### src/rtl/sipo_pkg.sv
// -----------------------------------------------------------------------------
// sipo_pkg
// Shared types and helpers for the sipo_deser serial-to-parallel receiver.
//   state_t    : receiver FSM states (PARITY only reachable when the
//                SIPO_PARITY_CHECK_EN build option is defined)
//   cnt_width  : width of a bit counter that must hold values 0..depth
// -----------------------------------------------------------------------------
package sipo_pkg;

    typedef enum logic [1:0] {
        IDLE   = 2'd0,
        SHIFT  = 2'd1,
        PARITY = 2'd2
    } state_t;

    // The bit counter reaches n, so it needs one more code than n-1.
    function automatic int cnt_width(input int depth);
        return (depth < 1) ? 1 : $clog2(depth + 1);
    endfunction

endpackage : sipo_pkg

### src/rtl/sipo_if.sv
// -----------------------------------------------------------------------------
// sipo_if
// Bundles the serial input side and the parallel valid/ready output side of
// sipo_deser.
//   master : the environment (serial source + word consumer)
//            drives start, ser_en, ser_in, out_ready
//   slave  : the receiver; drives par_out, par_valid, busy, overrun
//            (and parity_err when SIPO_PARITY_CHECK_EN is defined)
// Parameter n is the word width and must match the receiver's n.
// -----------------------------------------------------------------------------
interface sipo_if #(
    parameter int n = 4
);
    logic         start;
    logic         ser_en;
    logic         ser_in;
    logic         out_ready;
    logic [n-1:0] par_out;
    logic         par_valid;
    logic         busy;
    logic         overrun;
`ifdef SIPO_PARITY_CHECK_EN
    logic         parity_err;
`endif

    modport master (
`ifdef SIPO_PARITY_CHECK_EN
        input  parity_err,
`endif
        output start,
        output ser_en,
        output ser_in,
        output out_ready,
        input  par_out,
        input  par_valid,
        input  busy,
        input  overrun
    );

    modport slave (
`ifdef SIPO_PARITY_CHECK_EN
        output parity_err,
`endif
        input  start,
        input  ser_en,
        input  ser_in,
        input  out_ready,
        output par_out,
        output par_valid,
        output busy,
        output overrun
    );

endinterface : sipo_if

### src/rtl/sipo_hold_buf.sv
// -----------------------------------------------------------------------------
// sipo_hold_buf
// Single-entry output holding register for sipo_deser.
//   clk, reset   : clock, synchronous active-high reset
//   load, word   : a completed word is offered on this edge
//   load_perr    : parity result for that word (SIPO_PARITY_CHECK_EN only)
//   out_ready    : consumer accepts par_out this cycle
//   par_out      : held word, stable while par_valid=1 and not taken
//   par_valid    : par_out holds an unconsumed word
//   overrun      : sticky, set when a word is offered while the entry is
//                  full and not being emptied on the same edge
//   parity_err   : parity result of the held word (SIPO_PARITY_CHECK_EN only)
// -----------------------------------------------------------------------------
module sipo_hold_buf #(
    parameter int n = 4
) (
    input  logic         clk,
    input  logic         reset,
    input  logic         load,
    input  logic [n-1:0] word,
`ifdef SIPO_PARITY_CHECK_EN
    input  logic         load_perr,
    output logic         parity_err,
`endif
    input  logic         out_ready,
    output logic [n-1:0] par_out,
    output logic         par_valid,
    output logic         overrun
);

    logic take;
    logic room;

    assign take = par_valid && out_ready;
    // The entry can accept a new word if it is empty or drained this edge.
    assign room = !par_valid || out_ready;

    // NOTE: reset is sampled on the clock edge only (synchronous), so it sits
    // inside the clocked block as the first priority branch, not in the
    // sensitivity list.
    always_ff @(posedge clk) begin
        if (reset) begin
            par_out    <= '0;
            par_valid  <= 1'b0;
            overrun    <= 1'b0;
`ifdef SIPO_PARITY_CHECK_EN
            parity_err <= 1'b0;
`endif
        end else if (load && room) begin
            par_out    <= word;
            par_valid  <= 1'b1;
`ifdef SIPO_PARITY_CHECK_EN
            parity_err <= load_perr;
`endif
        end else begin
            // A word arriving with no room is lost; par_out is left alone.
            if (load) begin
                overrun <= 1'b1;
            end
            if (take) begin
                par_valid <= 1'b0;
            end
        end
    end

endmodule : sipo_hold_buf

### src/rtl/sipo_deser.sv
// -----------------------------------------------------------------------------
// sipo_deser
// Serial-to-parallel frame receiver. Reassembles LSB-first serial frames of
// n bits into words and presents each on a one-entry valid/ready output.
//   clk    : rising-edge clock
//   reset  : synchronous, active-high reset
//   bus    : sipo_if.slave
//            start/ser_en/ser_in : serial input, start marks bit 0
//            out_ready           : consumer handshake
//            par_out/par_valid   : assembled word and its valid flag
//            busy                : frame in progress
//            overrun             : sticky word-dropped flag
//            parity_err          : only with SIPO_PARITY_CHECK_EN
// Build option: define SIPO_PARITY_CHECK_EN to add a trailing even-parity bit
// per frame (PARITY state) and the parity_err output.
// -----------------------------------------------------------------------------
module sipo_deser
    import sipo_pkg::*;
#(
    parameter int n = 4
) (
    input  logic   clk,
    input  logic   reset,
    sipo_if.slave  bus
);

    localparam int             CW       = cnt_width(n);
    localparam logic [CW-1:0]  LAST_CNT = CW'(n);

    state_t        state;
    logic [CW-1:0] cnt;
    logic [n-1:0]  sreg;
    logic          busy_q;

    logic [n-1:0]  shifted;
    logic [CW-1:0] nxt_cnt;
    logic          bit_take;
    logic          data_done;
    logic          load;
    logic [n-1:0]  word;

    // New bit enters at the MSB; after n bits the first one sits at bit 0.
    if (n == 1) begin : g_shift_one
        assign shifted = bus.ser_in;
    end else begin : g_shift_wide
        assign shifted = {bus.ser_in, sreg[n-1:1]};
    end

    // A data bit is taken on any strobe carrying start (new frame or abort
    // and restart) or any plain strobe while shifting.
    assign bit_take  = bus.ser_en && (bus.start || state == SHIFT);
    assign nxt_cnt   = bus.start ? CW'(1) : cnt + CW'(1);
    assign data_done = bit_take && (nxt_cnt == LAST_CNT);

`ifdef SIPO_PARITY_CHECK_EN
    logic par_take;
    logic load_perr;

    assign par_take  = bus.ser_en && !bus.start && (state == PARITY);
    assign load      = par_take;
    assign word      = sreg;
    // Even parity: data bits plus parity bit must XOR to zero.
    assign load_perr = ^{sreg, bus.ser_in};
`else
    logic unused_sreg_lsb;

    // The oldest bit is shifted out on the completing edge and never read.
    assign unused_sreg_lsb = sreg[0];
    assign load            = data_done;
    assign word            = shifted;
`endif

    // NOTE: all state in clocked blocks uses non-blocking assignments so every
    // register sees the pre-edge values of the others.
    always_ff @(posedge clk) begin
        if (reset) begin
            state  <= IDLE;
            cnt    <= '0;
            sreg   <= '0;
            busy_q <= 1'b0;
        end else if (bit_take) begin
            sreg <= shifted;
            if (data_done) begin
`ifdef SIPO_PARITY_CHECK_EN
                state  <= PARITY;
                cnt    <= nxt_cnt;
                busy_q <= 1'b1;
`else
                state  <= IDLE;
                cnt    <= '0;
                busy_q <= 1'b0;
`endif
            end else begin
                state  <= SHIFT;
                cnt    <= nxt_cnt;
                busy_q <= 1'b1;
            end
        end
`ifdef SIPO_PARITY_CHECK_EN
        else if (par_take) begin
            state  <= IDLE;
            cnt    <= '0;
            busy_q <= 1'b0;
        end
`endif
    end

    assign bus.busy = busy_q;

    sipo_hold_buf #(
        .n (n)
    ) u_hold_buf (
        .clk        (clk),
        .reset      (reset),
        .load       (load),
        .word       (word),
`ifdef SIPO_PARITY_CHECK_EN
        .load_perr  (load_perr),
        .parity_err (bus.parity_err),
`endif
        .out_ready  (bus.out_ready),
        .par_out    (bus.par_out),
        .par_valid  (bus.par_valid),
        .overrun    (bus.overrun)
    );

endmodule : sipo_deser

### src/flat_wrapper.sv
// flat-port wrapper written by rule: the top's interface ports become plain ports
module sipo_deser_flat import sipo_pkg::*;
#(
    parameter int n = 4
)
  (clk, reset, bus_start, bus_ser_en, bus_ser_in, bus_out_ready, bus_par_out, bus_par_valid, bus_busy, bus_overrun);
  sipo_if #(.n(n)) bus_i ();
  input  logic clk;
  input  logic reset;
  input wire logic [$bits(bus_i.start)-1:0] bus_start;
  input wire logic [$bits(bus_i.ser_en)-1:0] bus_ser_en;
  input wire logic [$bits(bus_i.ser_in)-1:0] bus_ser_in;
  input wire logic [$bits(bus_i.out_ready)-1:0] bus_out_ready;
  output wire logic [$bits(bus_i.par_out)-1:0] bus_par_out;
  output wire logic [$bits(bus_i.par_valid)-1:0] bus_par_valid;
  output wire logic [$bits(bus_i.busy)-1:0] bus_busy;
  output wire logic [$bits(bus_i.overrun)-1:0] bus_overrun;
  assign bus_i.start = bus_start;
  assign bus_i.ser_en = bus_ser_en;
  assign bus_i.ser_in = bus_ser_in;
  assign bus_i.out_ready = bus_out_ready;
  assign bus_par_out = bus_i.par_out;
  assign bus_par_valid = bus_i.par_valid;
  assign bus_busy = bus_i.busy;
  assign bus_overrun = bus_i.overrun;
  sipo_deser #(.n(n)) u_core (.clk(clk), .reset(reset), .bus(bus_i));
endmodule
### config.mk
export PLATFORM = sky130hd
export DESIGN_NAME = sipo_deser_flat
export DESIGN_NICKNAME = d
export VERILOG_FILES = /design/src/rtl/sipo_pkg.sv /design/src/rtl/sipo_if.sv /design/src/rtl/sipo_hold_buf.sv /design/src/rtl/sipo_deser.sv /design/src/flat_wrapper.sv
export SDC_FILE = /design/constraint.sdc
export NUM_CORES = 1
export LEC_CHECK = 0
export CAP_MARGIN = 40
export CORE_AREA = 3 3 40 42
export DETAILED_ROUTE_END_ITERATION = 10
export DIE_AREA = 0 0 43 45
export GPL_TIMING_DRIVEN = 1
export HOLD_SLACK_MARGIN = 0.03
export PLACE_DENSITY_LB_ADDON = 0.1
export SLEW_MARGIN = 30
export SYNTH_ARGS = -nofsm -noshare
export SYNTH_HDL_FRONTEND = slang
export SYNTH_SLANG_ARGS = --single-unit
### constraint.sdc
create_clock -name clk -period 4.85 [get_ports clk]
set_clock_uncertainty 0.1 [all_clocks]
set_input_delay 0.7275 -clock clk [delete_from_list [all_inputs] [get_ports clk]]
set_output_delay 0.7275 -clock clk [all_outputs]
set_load 0.01 [all_outputs]
# After elaboration in Yosys (flattened, before gate mapping)
# Index checks and enable logic that the tools add are counted.
[classes] n_eq_ne=2 n_bitwise=1 n_reduce_logical=9 addsub=1 n_mux=6 n_div=0 magnitude_cmp=0 shift=0 mul=0
[ops] operator="$mux W3" count=2
[ops] operator="$logic_and A1 B1 Y1" count=4
[ops] operator="$mux W1" count=4
[ops] operator="$add A3 B1 Y3 const B" count=1
[ops] operator="$eq A3 B3 Y1 const B" count=1
[ops] operator="$eq A2 B1 Y1 const B" count=1
[ops] operator="$logic_or A1 B1 Y1" count=2
[ops] operator="$reduce_and A2 Y1" count=1
[ops] operator="$reduce_bool A2 Y1" count=1
[ops] operator="$logic_not A1 Y1" count=1
[ops] operator="$not A1 Y1" count=1
[word_totals] mem_bits_ro=0 ff_bits=16 input_bits=6 output_inout_bits=7 ramBits=0 latchBits=0 mem_count=0 elab_cells=26

# Longest topological paths before layout
[logic_depth] word_depth=7 ltp_mapped=4 depth_no_buf=4

# Hierarchy
# From an unflattened synthesis, not the netlist that was laid out.
[unflattened] cells_unflattened=58 area_unflattened_um2=581.8
[by_module_without_submodules] module="sipo_deser" instances=1 area_each_um2=317.8 cells_each=32 seq_area_each_um2=140.1
[by_module_without_submodules] module="sipo_hold_buf" instances=1 area_each_um2=264.0 cells_each=26 seq_area_each_um2=120.1

# Least setup slack after synthesis
# OpenSTA, ideal clock, no wires.
[synth_timing] path_type="input to register" from="input bus_start" to="register u_core.u_hold_buf.par_out[0]" arrival_time_ns=1.541 required_ns=4.678 setup_time_ns=0.072 cell_stages=3 path_buffers=0 path_slack_ns=3.138 cell_sequence="or2_1 nor4b_4 mux2i_1"
[synth_between] elab_chain_cells=4 elab_cells_between_ends=6
[synth_rtl] item="start, declared" line_no="flat_wrapper.sv:10" source="input wire logic [$bits(bus_i.start)-1:0] bus_start;"
[synth_rtl] item="$mux W3 / $logic_or A1 B1 Y1 (equally long branches)" line_no="sipo_deser.sv:52, sipo_deser.sv:51"
[synth_rtl] item="$eq A3 B3 Y1 / $logic_and A1 B1 Y1 (equally long branches)" line_no="sipo_deser.sv:53, sipo_deser.sv:51"
[synth_rtl] item="$logic_and A1 B1 Y1 *" line_no="sipo_deser.sv:53" source="assign data_done = bit_take && (nxt_cnt == LAST_CNT);"
[synth_rtl] item="$logic_and A1 B1 Y1 *" line_no="sipo_hold_buf.sv:49" source="end else if (load && room) begin"
[synth_rtl] item="end signal, assigned" line_no="sipo_hold_buf.sv:50" source="par_out <= word;"
[synth_rtl] item="end, declared" line_no="sipo_hold_buf.sv:26" source="output logic [n-1:0] par_out,"
# Mark *: on every way between the ends. The rest lies on a longest branch, timed or not.
# A chain may end at the register's enable or synchronous reset.

# Final worst setup path
[layout_timing] from="register u_core.busy_q, in the netlist u_core.bus.busy" to="output bus_busy"
[layout_lines] item="start, declared" line_no="sipo_deser.sv:33" source="logic busy_q;"
[layout_lines] item="start signal, assigned" line_no="sipo_deser.sv:80" source="busy_q <= 1'b0;"
[layout_lines] item="start signal, assigned" line_no="sipo_deser.sv:91" source="busy_q <= 1'b0;"
[layout_lines] item="start signal, assigned" line_no="sipo_deser.sv:96" source="busy_q <= 1'b1;"
[layout_lines] item="end, declared" line_no="flat_wrapper.sv:16" source="output wire logic [$bits(bus_i.busy)-1:0] bus_busy;"
# No word-level cell between the ends.

==> results_dict.tcl <==
set metrics [dict create \
    die_x_um 43 \
    grt_start_max_net_pins 19 \
    synth_top_area_cell "dfxtp_1" \
    cts.sinks 13 \
    drive_above_1_share_pct 8.57 \
    drc 0 \
    p_leak_uw 0.000287 \
    setup_violations 0 \
    antenna_found_initial 0 \
    start_kind "flip-flop" \
    end_kind "output port" \
    syn-mean-instance-area_um2 10.6 \
    hold_path_class "flip-flop to flip-flop" \
    nNetsFinal 78 \
    power_frac_comb_pct 9.2 \
    firstDrtPassIters 3 \
    cp.required_ns 4.02 \
    p_seq_share_pct 57.3 \
    clockPowerShare_pct 33.5 \
    ys_warn_count 0 \
    crit_buf_inv 1 \
    crit_family "buffers and inverters" \
    powerDensity_nw_per_um2 262 \
    insertion_delay_ns 0.27 \
    min_period_ns 2.09 \
    yosys.cell_types.count 22 \
    rsz0062_at_grt "no" \
    maxCapViolCount 0 \
    netlist.area_leader.share_pct 44.8 \
    grt.overflow.total 0 \
    n_antenna_cell 0 \
    clockBufferDepth 2 \
    dieArea_um2 1940 \
    worst_slew_pin_slew_ns 0.533 \
    ant_nets 0 \
    timing.fmax_mhz 479 \
    p_switching_uw 43.9 \
    place.gp.congestion 0.686 \
    slew_headroom_pct 64.2 \
    outcome "complete, no violations" \
    io_pins 13 \
    postCtsSetupBuffers 0 \
    arrival_ns 1.26 \
    clkTransAtPathRegs_ns 0.08 \
    grt_pass1_wl_um 1660 \
    utilization_pct 57.7 \
    avgViaCountPerCell 5.12 \
    place_hpwl_um 752 \
    r2r_setup_slack_ns 3.05 \
    slew_violations 0 \
    crit_slowest_cell "clkdlybuf4s50_1" \
    critPathMaxStageDelay_ns 0.57 \
    ys_seq_area_share_pct 44.8 \
    cts_tree "yes" \
    grt_pass1_vias 429 \
    vias 435 \
    start_util_pct 45.2 \
    synthesis.nets 62 \
    yosys-top-cells-area "dfxtp_1 45%, mux2i_1 12%, nand2b_1 11%, nand4b_4 4.1%, nor4b_4 4.1%" \
    fp.dieH_um 45 \
    syn2layout_area_growth_pct 27.8 \
    rows 13 \
    htreeDepth 1 \
    cts-hold-fix-buffers 0 \
    internal-power_uw 151 \
    synthesis.area_um2 581 \
    critPathMaxFanout 5 \
    irDropWorstVdd_mv 0.163 \
    path_class "flip-flop to output port" \
    port_buffers 12 \
    ys_ff_latch 13 \
    synthCells 55 \
    initialDrtViolationCount 3 \
    layoutNonFillerInstCount 85 \
    gr-usage-all-layers_pct 11.5 \
    cp_cell_sequence "clkdlybuf4s50_1" \
    hold_viol 0 \
    cts_made_buffers 3 \
    timing.final.crit_share_pct 43.1 \
    dp_cells 81 \
    finalWirelength_um 1010 \
    core_um2 1280 \
    cts_resized 0 \
    fin_tns_setup_ns 0 \
    root_buffer "clkbuf_4" \
    wire_per_inst_um 11.9 \
    switching_share_pct 22.6 \
]
per-layer routing:
metal | part of all wire (%) | vias to the layer above | track usage (%)
li1 | - | 225 | -
met1 | 44 | 197 | 12.4
met4 | 0.59 | 0 | 7.23
met3 | 6.6 | 2 | 2.79
met2 | 49 | 11 | 20.1
met5 | 0 | - | 0
registers in the layout, indices dropped and copies added (netlist names):
name	cells
u_core.cnt	3
u_core.u_hold_buf.overrun	1
u_core.sreg	3
u_core.bus.busy	1
u_core.u_hold_buf.par_out	4
u_core.u_hold_buf.par_valid	1
final cells by class:
class | instances | area [um^2]
fill | 111 | 543
multi-input combinational | 41 | 317
sequential | 13 | 260
timing repair buffer | 12 | 120
clock buffer | 4 | 26.3
tap | 15 | 18.8
through the flow:
stage	area [um^2]	worst slack, ns	hold slack (ns)	total power [uW]
2_1_floorplan	581	3.14	0.344	124
3_3_place_gp	716	2.54	0.344	132
3_5_place_dp	716	2.52	0.348	132
4_1_cts	742	2.74	0.370	198
5_1_grt	742	2.70	0.404	204
6_report	742	2.76	0.367	195
power by group through the flow:
| stage | clock network, uW | logic [uW] | registers [uW] |
|---|---|---|---|
| floorplan | 0 | 9.85 | 114 |
| global placement | 0 | 18.0 | 114 |
| detailed placement | 0 | 18.1 | 114 |
| CTS | 68.3 | 18.2 | 111 |
| global route | 72.2 | 19.7 | 112 |
| finish | 65.2 | 18.0 | 111 |
logic make-up (layout without fill, tap and decap cells):
group	count (synthesis)	count (layout)	synth area share, %
adders and majority gates	1	1	2.15
DFF	13	13	44.8
buffers and inverters	1	16	0.646
muxes	7	7	12.1
AOI/OAI and AO/OA	7	7	7.33
xor gates and xnor gates	1	1	1.51
and+or+nand+nor	25	25	31.5
final timing paths:
check                                                                 end                                   start  cells after the start
worst min-delay path               u_core.u_hold_buf.overrun$_SDFFE_PP0P_  u_core.u_hold_buf.overrun$_SDFFE_PP0P_                      2
worst min register to register     u_core.u_hold_buf.overrun$_SDFFE_PP0P_  u_core.u_hold_buf.overrun$_SDFFE_PP0P_                      2
worst max-delay path                                             bus_busy            u_core.bus.busy$_SDFFE_PP0P_                      1
worst max register to register  u_core.u_hold_buf.par_out[0]$_SDFFE_PP0P_              u_core.cnt[0]$_SDFFE_PP0P_                      4
placed cells by master, fill, tap and decap left out, types with 2 or more instances in the layout:
| cell | instances |
|---|---|
| dfxtp_1 | 13 |
| clkdlybuf4s50_1 | 12 |
| nand2b_1 | 10 |
| mux2i_1 | 7 |
| nor2_1 | 4 |
| a21oi_1 | 3 |
| clkbuf_4 | 3 |
| nor3_1 | 2 |
tightest hold or removal path, cell delays in order (launching register included):
cell      delay (ns)
dfxtp_1         0.33
nand2b_1        0.05
o31ai_1         0.05
Yosys cell counts, drive strengths merged:
master	count
nand3b	1
or3b	1
or2	1
nor2	4
a21oi	3
o31ai	1
nor3	2
or3	1
ha	1
dfxtp	13
a22oi	1
o21ai	1
nand2	1
nor4b	1
nor2b	1
mux2i	7
a211oi	1
and3b	1
clkbuf	1
xnor2	1
nand4b	1
nand2b	10
No activity file was read; power rests on OpenSTA's default activity.
==> RTL edit 1 (config.mk and constraints unchanged) <==
Make the reset (`reset`) asynchronous in 2 clocked blocks. Comments in the files are not updated.
--- a/src/rtl/sipo_hold_buf.sv
+++ b/src/rtl/sipo_hold_buf.sv
@@ -38,7 +38,7 @@
     // NOTE: reset is sampled on the clock edge only (synchronous), so it sits
     // inside the clocked block as the first priority branch, not in the
     // sensitivity list.
-    always_ff @(posedge clk) begin
+    always_ff @(posedge clk or posedge reset) begin
         if (reset) begin
             par_out    <= '0;
             par_valid  <= 1'b0;
--- a/src/rtl/sipo_deser.sv
+++ b/src/rtl/sipo_deser.sv
@@ -72,7 +72,7 @@
 
     // NOTE: all state in clocked blocks uses non-blocking assignments so every
     // register sees the pre-edge values of the others.
-    always_ff @(posedge clk) begin
+    always_ff @(posedge clk or posedge reset) begin
         if (reset) begin
             state  <= IDLE;
             cnt    <= '0;
Formal check against the unedited RTL: differs if reset is asserted again (counterexample within 4 cycles, from zero or initial values and one cycle with reset high); with reset held inactive, the same outputs for 10 cycles.
==> RTL edit 1 against the unedited design <==
Die area is the same; non-clock buffer count stayed put; sequential cell count stayed put; design area is 2.5% lower; first-iteration DRC count is the same; via count shrank 15%; routed wire length shrank 7.7%; highest routed layer unchanged; setup slack worse by 100 ps; synthesized area is 3.9% lower; sequential share of layout area increased by 9.9 points.
Power is not compared: it rests on default switching activity, and its combinational part moved more than twofold at a synthesized area within 25%.
==> RTL edit 1: results (changes against the unedited design) <==
Place
  • Placer Congestion: 0.737 (+7.5%)
  • Post-DP HPWL: 705 um (-6.2%)
  • IO buf count: 12 (unchanged)
  • Cell Area, Placed: 697 um^2 (-2.6%)
  • Dpl ws: 2370 ps (-144 ps)

Power and ir drop
  • Pleak: 0.325 nW
  • Switching Fraction: 0.300
  • VDD IR max: 0.269 mV

Yosys
  • Async SR Flop Fraction: 1.00 (+1.00)
  • Synth top cells by count: dfrtp_1 (13), mux2_2 (7), inv_1 (3)
  • Synthesis warning total: 0 (unchanged)
  • Synth cell types: 18 (-18%)
  • Register area share after synthesis: 0.583 (+0.135)
  • Main area contributors after synthesis: dfrtp_1 (58%), mux2_2 (14%), nor4b_4 (4.3%)
  • Syn_nets: 48 (-23%)

Final layout
  • Ant diodes: 0 (unchanged)
  • Fill cell count: 109 (-1.8%)
  • Share of cells above drive strength 1: 0.193 (+0.107)
  • Nets: 65 (-17%)
  • Largest regs: u_core.u_hold_buf.par_out (4), u_core.cnt (3), u_core.sreg (3)

Route
  • Final WL: 932 um (-7.7%)
  • Drt drc: 0 (unchanged)
  • First-pass DRT Iterations: 4 (+1)
  • DR iter-0 viols: 3 (unchanged)
  • Via count: 371 (-15%)

STA
  • Max-slew headroom: 0.596 (-0.0464)

Clocking
  • H-tree Lvls: 1 (unchanged)
  • Post_cts resized: 0 (unchanged)
  • Cts bufs inserted: 3 (unchanged)
  • Clock Latency Late Sink: 270 ps (about the same)
  • Setup bufs post-CTS: 0 (unchanged)
  • Clock Tree Buf Depth: 2 (unchanged)
  • Root Driver: clkbuf_4
  • CTS clk-pin slew, worst paths: approximately 70 ps

GRT
  • Largest net degree at the start of global routing: 14 (-5)
  • Vias in the first global route: 414 (-3.5%)
  • Initial antenna violation count: 0 (unchanged)
  • Grt total ovfl: 0 (unchanged)
  • First-pass GRT wire length: 1730 um (+3.8%)
  • GRT Total Usage: 0.126 (+0.0110)

Critical path
  • CP Max Fanout: 5 (unchanged)
  • Critical path's slowest cell: clkdlybuf4s50_1
  • Worst path arrival time: 2240 ps (+980 ps)
  • Family with the most delay on the worst path: simple AND/OR/NAND/NOR gates
  • CP peak stage delay: 480 ps (-90 ps)

Worst hold path
  • Hold Path Class: flip-flop to flip-flop

Run status
  • Status: complete, no violations
-- RTL edit 1: changes by cell type after synthesis, moves of 2 or more --
cell | unedited run | this run
inv_1 | 0 | 3
a22o_1 | 0 | 2
mux2i_1 | 7 | 0
nand2b_1 | 10 | 2
mux2_2 | 0 | 7
dfxtp_1 | 13 | 0
nor2_1 | 4 | 0
nor3_1 | 2 | 0
a21oi_1 | 3 | 1
dfrtp_1 | 0 | 13
-- RTL edit 1: worst paths after layout --
kind,start,endpoint,slack [ps],cells after the start
setup / recovery,bus_start,u_core.u_hold_buf.par_out[2],2660,4
hold / removal,u_core.u_hold_buf.overrun,u_core.u_hold_buf.overrun,380,1
setup reg to reg,u_core.cnt[0],u_core.u_hold_buf.par_out[2],3030,4
hold reg to reg,u_core.u_hold_buf.overrun,u_core.u_hold_buf.overrun,380,1
max in group asynchronous,reset,u_core.u_hold_buf.par_valid,3670,2
min in group asynchronous,reset,u_core.u_hold_buf.par_out[1],660,2
-- RTL edit 1: power by group through the flow --
stage	clock network (W)	logic (W)	registers (W)
2_1_floorplan	0	0.0000693	0.000171
3_3_place_gp	0	0.000130	0.000164
3_5_place_dp	0	0.000131	0.000166
4_1_cts	0.0000668	0.000133	0.000164
5_1_grt	0.0000749	0.000142	0.000169
6_report	0.0000638	0.000130	0.000164
-- RTL edit 1: cell families after synthesis --
kind of cell,count (synthesis),share of synthesized area
AO/OA/AOI/OAI,8,0.0986
XOR/XNOR,1,0.0157
adder cells (fa/ha/maj),1,0.0224
buffers and inverters,3,0.0202
flip-flops,13,0.583
multiplexers,7,0.141
AND/OR/NAND/NOR,8,0.119
-- RTL edit 1: final cells by class --
cell class | count | area (um^2) | area share
clock buffers | 4 | 26.3 | 0.0363
inverters | 3 | 11.3 | 0.0156
multi-input cells | 25 | 221 | 0.306
flip-flops and latches | 13 | 325 | 0.450
well taps | 15 | 18.8 | 0.0260
repair buffers | 12 | 120 | 0.166
-- RTL edit 1: stage by stage --
step,hold slack [ps],cells
final,383,72
after global routing,422,72
after CTS,390,72
after detailed placement,372,68
after global placement,359,68
after floorplan,353,41
-- RTL edit 1: routing by layer --
metal | track usage | up-vias | wire length (um)
met5 | 0 | - | 0
met4 | 0.108 | 0 | 38
met2 | 0.204 | 9 | 474
met3 | 0.0438 | 4 | 49
met1 | 0.130 | 181 | 369
li1 | - | 177 | -
==> RTL edit 2 (same flow settings) <==
Made on the original files. `n` is set to 4 in 4 places; all go to 5.
--- a/src/rtl/sipo_if.sv
+++ b/src/rtl/sipo_if.sv
@@ -9,7 +9,7 @@
 // Parameter n is the word width and must match the receiver's n.
 // -----------------------------------------------------------------------------
 interface sipo_if #(
-    parameter int n = 4
+    parameter int n = 5
 );
     logic         start;
     logic         ser_en;
--- a/src/rtl/sipo_hold_buf.sv
+++ b/src/rtl/sipo_hold_buf.sv
@@ -12,7 +12,7 @@
 //   parity_err   : parity result of the held word (SIPO_PARITY_CHECK_EN only)
 // -----------------------------------------------------------------------------
 module sipo_hold_buf #(
-    parameter int n = 4
+    parameter int n = 5
 ) (
     input  logic         clk,
     input  logic         reset,
--- a/src/rtl/sipo_deser.sv
+++ b/src/rtl/sipo_deser.sv
@@ -17,7 +17,7 @@
 module sipo_deser
     import sipo_pkg::*;
 #(
-    parameter int n = 4
+    parameter int n = 5
 ) (
     input  logic   clk,
     input  logic   reset,
--- a/src/flat_wrapper.sv
+++ b/src/flat_wrapper.sv
@@ -1,7 +1,7 @@
 // flat-port wrapper written by rule: the top's interface ports become plain ports
 module sipo_deser_flat import sipo_pkg::*;
 #(
-    parameter int n = 4
+    parameter int n = 5
 )
   (clk, reset, bus_start, bus_ser_en, bus_ser_in, bus_out_ready, bus_par_out, bus_par_valid, bus_busy, bus_overrun);
   sipo_if #(.n(n)) bus_i ();
Ports: changed (resized bus_par_out); port bits go from 13 to 14. No check against the original RTL was run, so the function may have changed too.
==> RTL edit 2 against the unedited design <==
Global-route usage increased by 2.4 points; critical path depth grew 3; synthesized area up 6.5%; routed wire length is 15% higher; register-to-register slack lost 30 ps; final cell count grew 15%; synthesized cell count grew 24%; setup slack lost 21 ps; sequential cell count is 2 higher; non-clock buffer count grew 1; total power up 13%; design area increased by 6.1%; critical path type is now primary input to flip-flop; largest cell class unchanged.
==> RTL edit 2: results (changes against the unedited design) <==
STA
  • Crit path setup slack, layout: 2740 ps (-20.8 ps)
  • Max-slew headroom: 0.664 (+0.0223)
  • WHS: 361 ps (-6.04 ps)

Power and ir drop
  • Comb power: 0.0000205 W (+14%)
  • Clk pwr: 0.0000712 W (+9.2%)
  • P_sw: 0.0000538 W (+22%)
  • Pleak: 0.278 nW (-3.4%)
  • VDD IR max: 0.150 mV (-8.1%)

Place
  • IO buf count: 13 (+1)
  • Post-DP HPWL: 848 um (+13%)
  • Placer Congestion: 0.751 (+9.6%)
  • Dpl ws: 2470 ps (-50.8 ps)

Critical path
  • Family with the most delay on the worst path: simple AND/OR/NAND/NOR gates
  • R2r setup slk: 3020 ps (-30 ps)
  • Reg-to-Reg End: u_core.u_hold_buf.par_out[1]
  • CP startpoint: bus_start
  • CP peak stage delay: 510 ps (-60 ps)
  • Kind of critical path: primary input to flip-flop
  • Worst path arrival time: 2220 ps (+960 ps)

Yosys
  • Mux cell area share after synthesis: 0.0810 (-0.0397)
  • Synth top cells by count: nand2_1 (20), dfxtp_1 (15), a21oi_1 (8)
  • Main area contributors after synthesis: dfxtp_1 (49%), nand2_1 (12%), mux2i_1 (8.1%)
  • Syn_nets: 75 (+21%)
  • Register area share after synthesis: 0.486 (+0.0376)
  • Adder-Cell Fraction of Synth Area: 0.0202 (-0.00131)
  • Synth cell types: 21 (-4.5%)

Run status
  • Status: complete, no violations

Worst hold path
  • Hold Path End: u_core.u_hold_buf.par_out[2]
  • Hold Path Origin: u_core.u_hold_buf.par_out[2]

Final layout
  • Fill cell count: 116 (+4.5%)
  • Share of cells above drive strength 1: 0.0964 (+0.0107)
  • Nets: 91 (+17%)
  • Largest regs: u_core.u_hold_buf.par_out (5), u_core.sreg (4), u_core.cnt (3)

GRT
  • GRT Total Usage: 0.139 (+0.0242)
  • Vias in the first global route: 477 (+11%)
  • First-pass GRT wire length: 2010 um (+21%)
  • Largest net degree at the start of global routing: 14 (-5)

Route
  • Final WL: 1160 um (+15%)
  • DR iter-0 viols: 10 (+7)
  • First-pass DRT Iterations: 4 (+1)
  • Via count: 511 (+17%)
[RTL edit 2: final cells by class]
type	count	area share
multi-input combinational	50	0.390
sequential	15	0.382
timing repair buffer	13	0.165
clock buffer	3	0.0286
tap	15	0.0238
clock inverter	1	0.00636
inverter	1	0.00477
[RTL edit 2: routing by layer]
metal | global-route usage | routed length [um] | share of wire | vias to the layer above
li1 | - | - | - | 265
met1 | 0.163 | 582 | 0.50 | 233
met2 | 0.234 | 506 | 0.44 | 11
met3 | 0.0359 | 60 | 0.052 | 2
met4 | 0.0723 | 13 | 0.011 | 0
met5 | 0 | 0 | 0 | -
[RTL edit 2: stage by stage]
step | std cells | util
2_1_floorplan | 68 | -
5_1_grt | 98 | 0.612
4_1_cts | 98 | 0.612
3_3_place_gp | 94 | 0.591
3_5_place_dp | 94 | 0.591
6_report | 98 | 0.612
[RTL edit 2: worst reg2reg max path, cell delays in order (launching register included)]
cell and delay (ps):
dfxtp_1 340, ha_1 320, or2_2 330, nor4b_4 440, mux2i_1 230
